[config.mk]
export PLATFORM = sky130hd
export DESIGN_NAME = ocr_result_filo
export DESIGN_NICKNAME = d
export VERILOG_FILES = /design/src/rtl/ocr_result_filo.sv
export SDC_FILE = /design/constraint.sdc
export NUM_CORES = 1
export LEC_CHECK = 0
export CORE_UTILIZATION = 52
export DETAILED_ROUTE_END_ITERATION = 16
export PLACE_DENSITY = 0.7
export SYNTH_ARGS = -nofsm -noshare
export SYNTH_HDL_FRONTEND = slang
export SYNTH_SLANG_ARGS = --single-unit
[constraint.sdc]
create_clock -name clk_in -period 5 [get_ports clk_in]
set_input_delay 0.75 -clock clk_in [delete_from_list [all_inputs] [get_ports clk_in]]
set_output_delay 0.75 -clock clk_in [all_outputs]
set_load 0.005 [all_outputs]
[src/rtl/ocr_result_filo.sv]
// LIFO buffer for OCR result words: pushes from the receive unit, newest-first reads
// to the HPS over a four-phase rd_req/rd_ack handshake, with occupancy and sticky error flags.
module ocr_result_filo #(
  parameter int                 DEPTH      = 16,
  parameter int                 WORD_W     = 32,
  parameter int                 CNT_W      = $clog2(DEPTH + 1),
  parameter logic [WORD_W-1:0]  EMPTY_WORD = '0
) (
  input  logic              clk_in,
  input  logic              rst_n,
  input  logic              push_filo,
  input  logic [WORD_W-1:0] data_to_FILO,
  input  logic              Clear_buff,
  input  logic              rd_req,
  output logic [WORD_W-1:0] rd_data,
  output logic              rd_ack,
  output logic [CNT_W-1:0]  word_count,
  output logic              empty,
  output logic              full,
  output logic              overflow,
  output logic              underflow
);

  localparam int AW = (DEPTH > 1) ? $clog2(DEPTH) : 1;

  typedef enum logic {IDLE = 1'b0, ACK = 1'b1} state_t;

  state_t              state_q, state_d;
  logic [CNT_W-1:0]    sp_q, sp_d;
  logic [WORD_W-1:0]   rd_data_q, rd_data_d;
  logic                overflow_q, overflow_d;
  logic                underflow_q, underflow_d;
  logic [WORD_W-1:0]   mem_q [DEPTH];

  logic                pop;
  logic                push;
  logic                mem_we;
  logic [AW-1:0]       wr_addr;
  logic [AW-1:0]       rd_addr;

  assign empty      = (sp_q == '0);
  assign full       = (sp_q == CNT_W'(DEPTH));
  assign word_count = sp_q;
  assign rd_data    = rd_data_q;
  assign overflow   = overflow_q;
  assign underflow  = underflow_q;

  // A clear blocks both a new pop (deferred in IDLE) and any push in the same cycle.
  assign pop     = (state_q == IDLE) && rd_req && !Clear_buff;
  assign push    = push_filo && !Clear_buff;
  assign wr_addr = AW'(sp_q);
  assign rd_addr = AW'(sp_q - CNT_W'(1));

  always_ff @(posedge clk_in or negedge rst_n) begin
    if (!rst_n) begin
      state_q <= IDLE;
    end else begin
      state_q <= state_d;
    end
  end

  always_comb begin
    state_d = state_q;
    unique case (state_q)
      IDLE: if (pop)     state_d = ACK;
      ACK:  if (!rd_req) state_d = IDLE;
      default:           state_d = IDLE;
    endcase
  end

  always_comb begin
    rd_ack = (state_q == ACK);
  end

  always_comb begin
    sp_d        = sp_q;
    rd_data_d   = rd_data_q;
    overflow_d  = overflow_q;
    underflow_d = underflow_q;
    mem_we      = 1'b0;
    if (Clear_buff) begin
      sp_d        = '0;
      overflow_d  = 1'b0;
      underflow_d = 1'b0;
    end else if (pop && push) begin
      // Bypass: the incoming word is handed straight out, the stack is untouched.
      rd_data_d = data_to_FILO;
    end else if (pop) begin
      if (empty) begin
        rd_data_d   = EMPTY_WORD;
        underflow_d = 1'b1;
      end else begin
        rd_data_d = mem_q[rd_addr];
        sp_d      = sp_q - CNT_W'(1);
      end
    end else if (push) begin
      if (full) begin
        overflow_d = 1'b1;
      end else begin
        mem_we = 1'b1;
        sp_d   = sp_q + CNT_W'(1);
      end
    end
  end

  always_ff @(posedge clk_in or negedge rst_n) begin
    if (!rst_n) begin
      sp_q        <= '0;
      rd_data_q   <= '0;
      overflow_q  <= 1'b0;
      underflow_q <= 1'b0;
    end else begin
      sp_q        <= sp_d;
      rd_data_q   <= rd_data_d;
      overflow_q  <= overflow_d;
      underflow_q <= underflow_d;
    end
  end

  // Storage carries no reset; only sp decides which entries are valid.
  always_ff @(posedge clk_in) begin
    if (mem_we) begin
      mem_q[wr_addr] <= data_to_FILO;
    end
  end

endmodule

; ---- Word-level counts from Yosys, hierarchy flattened
; Memories as Yosys holds them, arrays and structs flattened.
; Index checks and enable logic that the tools add are counted.
[totals]
reg_bits = 40
ram_bits = 512
in_bits = 37
out_inout_bits = 42
elab_cells = 59
n_memories = 1
[mem_list]
columns = memory, depth, word_bits, read_ports, rd_ports_with_merged_regs, wr, line_no
row1 = mem_q, 16, 32, 1, 0, 1, 33  ; logic [WORD_W-1:0] mem_q [DEPTH];
[op_classes]
addsub = 2
eq_ne = 5
n_mux = 28
bitwise = 2
reduce_logical = 16
[op_table]
columns = operator, count
row1 = 32-bit 2-to-1 mux, 3
row2 = 5-bit 2-to-1 mux, 6
row3 = 1-bit 2-to-1 mux, 18
row4 = 2-bit nonzero test, 5
row5 = 4-bit AND reduction, 2
row6 = 5-bit by 1-bit adder with 5-bit output (second input constant), 1
row7 = 5-bit == test (second input constant), 1
row8 = 5-bit logical NOT, 1
row9 = 5-bit by 1-bit subtractor with 5-bit output (second input constant), 1
row10 = 1-bit logical AND, 4
row11 = 2-bit inequality test (second input constant), 2
row12 = 3-bit by 2-bit inequality test with 1-bit output (second input constant), 1
row13 = 3-bit inequality test (second input constant), 1
row14 = 3-bit AND reduction, 1
row15 = 3-bit nonzero test, 1
row16 = 1-bit NOT, 2
row17 = 1-bit case mux with 2 select lines, 1
row18 = 2-bit AND reduction, 1
row19 = 1-bit logical NOT, 1

; ---- Logic depth before layout (Yosys ltp)
; Gate-level depths: netlist (run 1).
[logic_depth]
word_depth = 8
ltp_mapped = 11

; ---- Worst setup path after synthesis (run 1)
; Ideal clock, no wire load.
[synth_timing]
path_type = reg2reg
from = reg sp_q[0], in the netlist word_count[0]
to = mem mem_q[0][0], enable pin
setup_ns = 0.461
arrival_ns = 4.138
slack_ns = 0.401
stages_incl_launch_ff = 10
path_buffers = 3
period_less_slack_ns = 4.599
cell_sequence = dfrtp_1 -> buf_6 -> buf_6 -> buf_4 -> inv_1 -> ha_1 -> and4bb_2 -> and4bb_2 -> nand2_1 -> nor3_1
[synth_between]
elab_chain_cells = 8
[synth_rtl]
columns = element, line_no
row1 = start: declaration, 29  ; logic [CNT_W-1:0] sp_q, sp_d;
row2 = start signal: assignment, 113  ; sp_q <= sp_d;
row3 = 5-bit == test, 42  ; assign full = (sp_q == CNT_W'(DEPTH));
row4 = via full, 19  ; output logic full,
row5 = 1-bit 2-to-1 mux, 97  ; if (full) begin
row6 = 1-bit 2-to-1 mux, 96  ; end else if (push) begin
row7 = 1-bit 2-to-1 mux, 88  ; end else if (pop) begin
row8 = 1-bit 2-to-1 mux, 85  ; end else if (pop && push) begin
row9 = 1-bit 2-to-1 mux, 81  ; if (Clear_buff) begin
row10 = 1-bit 2-to-1 mux, 122  ; if (mem_we) begin
row11 = 1-bit 2-to-1 mux (implied by the code), 123  ; mem_q[wr_addr] <= data_to_FILO;
row12 = end: declaration, 33
; The timed path passes the listed nets, and every way through them passes these cells.

; ---- Worst setup path in the final report (run 1)
[layout_timing]
from = reg sp_q[0], in the netlist word_count[0]
to = mem mem_q[7][2], enable pin
[layout_between]
elab_chain_cells = 8
[layout_rtl]
columns = element, line_no
row1 = 5-bit == test, 42
row2 = 1-bit 2-to-1 mux, 97
row3 = 1-bit 2-to-1 mux, 96
row4 = 1-bit 2-to-1 mux, 88
row5 = 1-bit 2-to-1 mux, 85
row6 = 1-bit 2-to-1 mux, 81
row7 = 1-bit 2-to-1 mux, 122
row8 = 1-bit 2-to-1 mux (implied by the code), 123
; Parallel ways exist; a longest one is shown, timed or not.

==> impl_metrics.env, run 1 <==
export IMPL_outcome="complete, no violations"
export IMPL_grt_total_usage_pct=24.2
export IMPL_gp_congestion=0.791
export IMPL_period_needed_ns=3.56
export IMPL_drt_initial_drc_count=1032
export IMPL_synthesis_yosys_warnings=0
export IMPL_setup_worst_path_class="reg -> reg"
export IMPL_post_synth_and_or_nand_nor_area_fraction_pct=3.63
export IMPL_htreeDepth=2
export IMPL_timing_final_hold_violations=0
export IMPL_final_setup_viol_count=0
export IMPL_crit_chain="buf_4 -> ha_1 -> nand2_1 -> nor2_4"
export IMPL_routed_wirelength_microns=50100
export IMPL_ff_latch_area_sq_mm=0.0164
export IMPL_dominant_combinational_cell_family_by_area_after_synthesis="multiplexers"
export IMPL_antenna_found_initial=0
export IMPL_ys_dominant_reg_cell="sky130_fd_sc_hd__edfxtp_1"
export IMPL_cts_root_buf="sky130_fd_sc_hd__clkbuf_16"
export IMPL_crit_path_start_kind="register"
export IMPL_die_h_microns=207
export IMPL_hold_buffers=0
export IMPL_core_area_sq_mm=0.0412
export IMPL_routedWlPerCell_microns=28.5
export IMPL_remaining_drc_errors=0
export IMPL_worst_pin_slew_ns=1.19
export IMPL_end_kind="register"
export IMPL_clock_sink_count=552
export IMPL_crit_reg2reg_launch="word_count[0]"
export IMPL_postSynthAreaPerCell_sq_um=20.2
export IMPL_inserted_clock_buffers=54
export IMPL_worst_hold_path_type="in -> async"
export IMPL_p_r_area_growth_vs_syn_pct=14.6
export IMPL_p_per_area_mw_per_mm2=469
export IMPL_first_global_vias=11800
export IMPL_cts_tree="yes"
export IMPL_ff2ff_path_depth=4
export IMPL_fin_nets=1226
export IMPL_final_max_slew_violation_count=0
export IMPL_finalCritPeriodShare_pct=71.2
export IMPL_synth_compound_gate_area_share_pct=4.69
export IMPL_cts_setup_buffers=0
export IMPL_synth_fp_nets=1124
export IMPL_report_power_total_mw=11.8
export IMPL_routed_via_density=6.38
export IMPL_cp_data_arrival_time_ns=3.75
export IMPL_yosys_mux_area_fraction_pct=14.7
export IMPL_mappedNetlistArea_sq_mm=0.0219
export IMPL_worst_hold_slack_ns=0.299
export IMPL_dp_slack_ns=1.33
export IMPL_final_critical_path_setup_slack_ns=1.44
export IMPL_initial_core_util_pct=53.1
export IMPL_synth_area_leaders="sky130_fd_sc_hd__edfxtp_1, sky130_fd_sc_hd__mux4_2, sky130_fd_sc_hd__dfrtp_1"
export IMPL_timing_critical_path_required_ns=5.19
export IMPL_regToRegSetupSlack_ns=1.44
export IMPL_max_stage_delay_ns=0.98
export IMPL_cap_viol_max_count=0
export IMPL_critPathSlowestCell="sky130_fd_sc_hd__nor2_4"
export IMPL_globalRouteOverflowTotal=0
export IMPL_num_vias=11200
export IMPL_setup_tns_ns=0
export IMPL_critical_path_buf_inv_count=1
export IMPL_antenna_cells=0
export IMPL_max_slew_margin_pct=20.5
export IMPL_synthArstFlopShare_pct=7.25
export IMPL_filler_cell_count=2902
export IMPL_critPathTopFamily="simple AND/OR/NAND/NOR gates"
export IMPL_synth_most_common_cell="sky130_fd_sc_hd__edfxtp_1"
export IMPL_core_rowCount=74
export IMPL_grt_pass1_wl_microns=76100
export IMPL_cts_resized_gates=0
export IMPL_synth_top_cell_area_share_pct=70.3
export IMPL_grt_max_degree=48
export IMPL_synth_distinct_cells=51
export IMPL_p_leak_nw=8.05
export IMPL_num_io_pins=79
export IMPL_postSynthCellCount=1083
export IMPL_max_freq_mhz=281
export IMPL_drive_above_1_share_pct=24.8
export IMPL_synthDominantAreaCellType="sky130_fd_sc_hd__edfxtp_1"
export IMPL_worstSkewPairLatency_ns=0.59
export IMPL_max_clock_path_buffers=3
export IMPL_crit_reg2reg_capture="mem_q[7][2]"
export IMPL_vdd_ir_drop_max_v=0.000412
export IMPL_multi_input_area_sq_mm=0.00524
export IMPL_ant_nets=0
export IMPL_worstPathMaxFanout=47
export IMPL_synth_xor_xnor_area_share_pct=0.0400
export IMPL_seq_area_frac_synth_pct=74.8
export IMPL_grt_setup_unrepaired="no"
export IMPL_finClkSkew_ns=0.0152
export IMPL_synth_seq_cells=552
export IMPL_port_buffers=78
export IMPL_clk_pin_slew_ns=0.06
export IMPL_yosys_top_cells_count="sky130_fd_sc_hd__edfxtp_1, sky130_fd_sc_hd__mux4_2, sky130_fd_sc_hd__nor2_1, sky130_fd_sc_hd__dfrtp_1, sky130_fd_sc_hd__a21oi_1"
export IMPL_die_x_microns=207
export IMPL_synthAdderAreaFrac_pct=0.229
export IMPL_synth_edf_count=512
export IMPL_overall_die_area_sq_mm=0.0429
export IMPL_first_pass_iters=8
export IMPL_hpwl_microns=29300
## report_power, final
part	internal, mW	switching, mW	total [mW]	leakage [nW]
Clock	2.29	1.66	3.95	0.848
Sequential	5.25	0.148	5.40	5.04
Combinational	1.11	1.29	2.40	2.16
Total	8.65	3.10	11.8	8.05
## per-stage QoR
stage,cell area [sq um],util [%],cells
2_1_floorplan,21900,-,1083
3_3_place_gp,23400,56.7,1661
3_5_place_dp,23400,56.7,1661
4_1_cts,25100,60.9,1760
5_1_grt,25100,60.9,1760
6_report,25100,60.9,1760
## registers in the layout, summed over array words and instances, names as in the netlist
register and cells:
mem_q 512, rd_data 32, word_count 5, overflow 1, rd_ack 1, underflow 1
## placed cells by master (no fill, tap or decap), drive strengths merged, types with 4 or more instances in the layout
| cell | netlist | routed |
|---|---|---|
| clkinv | 0 | 26 |
| dfrtp | 40 | 40 |
| inv | 3 | 4 |
| nand2b | 5 | 5 |
| o311ai | 32 | 32 |
| or2 | 32 | 32 |
| mux4 | 128 | 128 |
| nor3 | 4 | 4 |
| nand2 | 6 | 6 |
| buf | 34 | 38 |
| o21ai | 33 | 33 |
| mux2i | 32 | 32 |
| bufinv | 0 | 5 |
| edfxtp | 512 | 512 |
| clkbuf | 34 | 67 |
| nand3 | 35 | 35 |
| a21oi | 36 | 36 |
| ha | 4 | 4 |
| nor2 | 51 | 51 |
| a211o | 32 | 32 |
| clkdlybuf4s50 | 0 | 76 |
## layer usage
layer	up-vias	wire [microns]	share of wire (%)	GRT usage (%)
met1	5934	19400	39	31.4
met3	92	3070	6.1	3.26
met2	481	25900	52	41.2
li1	4728	-	-	-
met4	0	1760	3.5	10.3
met5	-	0	0	0
## cell type report
class,count,share of cell area [%]
timing repair buffer,114,4.25
sequential,552,65.3
inverter,3,0.0449
multi-input combinational,460,20.9
clock inverter,32,1.10
tap,532,2.65
clock buffer,67,5.75
## worst max-delay path by stage
stage / from / to / slack, ns / depth (start not counted)
after global routing: word_count[0] / mem_q[7][1] / 1.13 / 4
after CTS: word_count[0] / mem_q[7][6] / 1.29 / 4
after global placement: word_count[0] / mem_q[7][6] / 1.38 / 4
after detailed placement: word_count[0] / mem_q[7][1] / 1.33 / 4
after floorplan: word_count[0] / mem_q[0][0] / 0.40 / 9
final: word_count[0] / mem_q[7][2] / 1.44 / 4
## cell families (layout without fill, tap and decap cells)
kind of cell,count (synthesis),after routing
compound gates,146,146
flops,552,552
fa+ha+maj,4,4
simple gates,147,147
mux,162,162
buf+inv,71,216
xor+xnor,1,1
No activity file was read; power rests on OpenSTA's default activity.
==> run 2, diff against run 1 <==
- PLACE_DENSITY: 0.7 -> 0.72
- clock period: 5 -> 3 ns (I/O delays scaled with it)
==> run 2 against run 1 <==
  * First-iteration DRC count shrank 7.6%
  * Clock power grew 74%
  * Clock skew shrank 0.0036 ns
  * Register-to-register slack lost 0.93 ns
  * Count of clock-buffer cells in the layout grew 9
  * Critical path depth is the same
  * Hold slack gained 0.21 ns
  * Largest power group unchanged
==> impl_metrics.env, run 2 (same netlist as run 1, synthesis figures left out) <==
export IMPL_die_h_microns=207
export IMPL_cts_resized_gates=0
export IMPL_gr_util_met1_pct=30.1
export IMPL_drive_above_1_share_pct=27.3
export IMPL_p_leak_nw=8.30
export IMPL_num_vias=11200
export IMPL_gp_congestion=0.766
export IMPL_worst_hold_slack_ns=0.509
export IMPL_initial_core_util_pct=53.1
export IMPL_grt_setup_unrepaired="no"
export IMPL_globalRouteOverflowTotal=0
export IMPL_cp_data_arrival_time_ns=2.40
export IMPL_worstSkewPairLatency_ns=0.61
export IMPL_outcome="complete, no violations"
export IMPL_setup_worst_path_class="reg -> out"
export IMPL_dp_cells=1694
export IMPL_first_global_vias=11700
export IMPL_antenna_found_initial=0
export IMPL_final_max_slew_violation_count=0
export IMPL_core_area_sq_mm=0.0412
export IMPL_p_r_area_growth_vs_syn_pct=17.1
export IMPL_period_needed_ns=2.85
export IMPL_crit_chain="inv_4 -> ha_4 -> nor4b_2 -> clkdlybuf4s50_1"
export IMPL_max_freq_mhz=351
export IMPL_cts_tree="yes"
export IMPL_fin_nets=1261
export IMPL_remaining_drc_errors=0
export IMPL_drt_initial_drc_count=954
export IMPL_hpwl_microns=26500
export IMPL_grt_met2_usage_pct=38.4
export IMPL_highest_count_cells_in_the_layout_ignoring_fill_and_taps="sky130_fd_sc_hd__edfxtp_1, sky130_fd_sc_hd__mux4_2, sky130_fd_sc_hd__clkdlybuf4s50_1, sky130_fd_sc_hd__clkbuf_16, sky130_fd_sc_hd__buf_4"
export IMPL_layout_cells_most_common="sky130_fd_sc_hd__edfxtp_1"
export IMPL_p_per_area_mw_per_mm2=775
export IMPL_postPlaceCellArea_sq_mm=0.0238
export IMPL_max_slew_margin_pct=40.6
export IMPL_first_pass_iters=6
export IMPL_clk_pin_slew_ns=0.06
export IMPL_worst_pin_slew_ns=0.891
export IMPL_inserted_clock_buffers=55
export IMPL_post_route_cell_area_sq_mm=0.0256
export IMPL_top_register="mem_q"
export IMPL_grt_pass1_wl_microns=72300
export IMPL_finalCritPeriodShare_pct=95.0
export IMPL_routedWlPerCell_microns=26.3
export IMPL_timing_final_hold_violations=0
export IMPL_ant_nets=0
export IMPL_finClkSkew_ns=0.0116
export IMPL_grtUsageMet3_pct=3.29
export IMPL_largest_register_ffs=512
export IMPL_end_kind="output port"
export IMPL_grt_total_usage_pct=22.7
export IMPL_clock_sink_count=552
export IMPL_num_io_pins=79
export IMPL_worst_hold_path_type="reg -> reg"
export IMPL_fin_cells=1798
export IMPL_antenna_cells=0
export IMPL_max_stage_delay_ns=0.59
export IMPL_global_route_peak_usage_layer="met2"
export IMPL_vdd_ir_drop_max_v=0.000472
export IMPL_final_critical_path_setup_slack_ns=0.150
export IMPL_timing_critical_path_required_ns=2.55
export IMPL_finish_utilization_pct=62.2
export IMPL_worstPathMaxFanout=13
export IMPL_cts_root_buf="sky130_fd_sc_hd__clkbuf_16"
export IMPL_final_setup_viol_count=0
export IMPL_port_buffers=78
export IMPL_crit_path_start_kind="register"
export IMPL_routed_via_density=6.22
export IMPL_critPathSlowestCell="sky130_fd_sc_hd__clkdlybuf4s50_1"
export IMPL_htreeDepth=2
export IMPL_dp_slack_ns=0.435
export IMPL_die_x_microns=207
export IMPL_filler_cell_count=2832
export IMPL_routed_wirelength_microns=47300
export IMPL_grt_max_degree=70
export IMPL_core_rowCount=74
export IMPL_overall_die_area_sq_mm=0.0429
export IMPL_max_clock_path_buffers=3
export IMPL_cap_viol_max_count=0
## run 2: layer usage
layer	share of wire, %	routed length [microns]
met1	41	19200
met2	51	24200
met3	5.8	2760
met4	2.5	1160
met5	0	0
## run 2: area by class of cell
class	instances	area [sq um]	share of cell area (%)
clock buffer	76	1550	6.04
clock inverter	27	272	1.06
inverter	3	13.8	0.0537
multi-input combinational	460	5290	20.6
sequential	552	16400	63.9
tap	532	666	2.60
timing repair buffer	148	1450	5.66
## run 2: worst paths after layout
kind / start / endpoint / slack (ns) / depth (start not counted)
setup / recovery: word_count[0] / empty / 0.15 / 4
hold / removal: overflow / overflow / 0.51 / 2
setup reg to reg: word_count[0] / mem_q[7][0] / 0.51 / 7
hold reg to reg: overflow / overflow / 0.51 / 2
max in group asynchronous: rst_n / rd_data[0] / 1.72 / 3
min in group asynchronous: rst_n / rd_data[16] / 0.52 / 2
## run 2: worst max-delay path, delay by kind of cell (launching register included)
family | cells | cell delay (ns)
adder cells (fa/ha/maj) | 1 | 0.17
buffers and inverters | 2 | 0.69
flip-flops | 1 | 0.58
AND/OR/NAND/NOR | 1 | 0.36
## run 2: what timing repair did
| action | 4_1_cts | 5_1_grt |
|---|---|---|
| setup buffers | 0 | 0 |
| hold buffers | 1 | 0 |
| endpoints found under the hold margin | 28 | 0 |
## run 2: metrics by stage
stage,power [mW],setup TNS (ns)
global placement,13.1,0
finish,19.9,0
detailed placement,13.2,0
CTS,20.0,0
floorplan,11.6,-25.50
global route,20.6,0
## run 2: power breakdown
part / internal [mW] / switching (mW) / total (mW)
registers: 8.75 / 0.255 / 9.00
logic: 1.92 / 2.08 / 4.00
clock network: 4.03 / 2.83 / 6.86
==> run 3, diff against run 2 <==
- HOLD_SLACK_MARGIN: not set -> 0.03
==> results of run 3 <==
Final layout, timing and power as in run 2 (identical DEF).
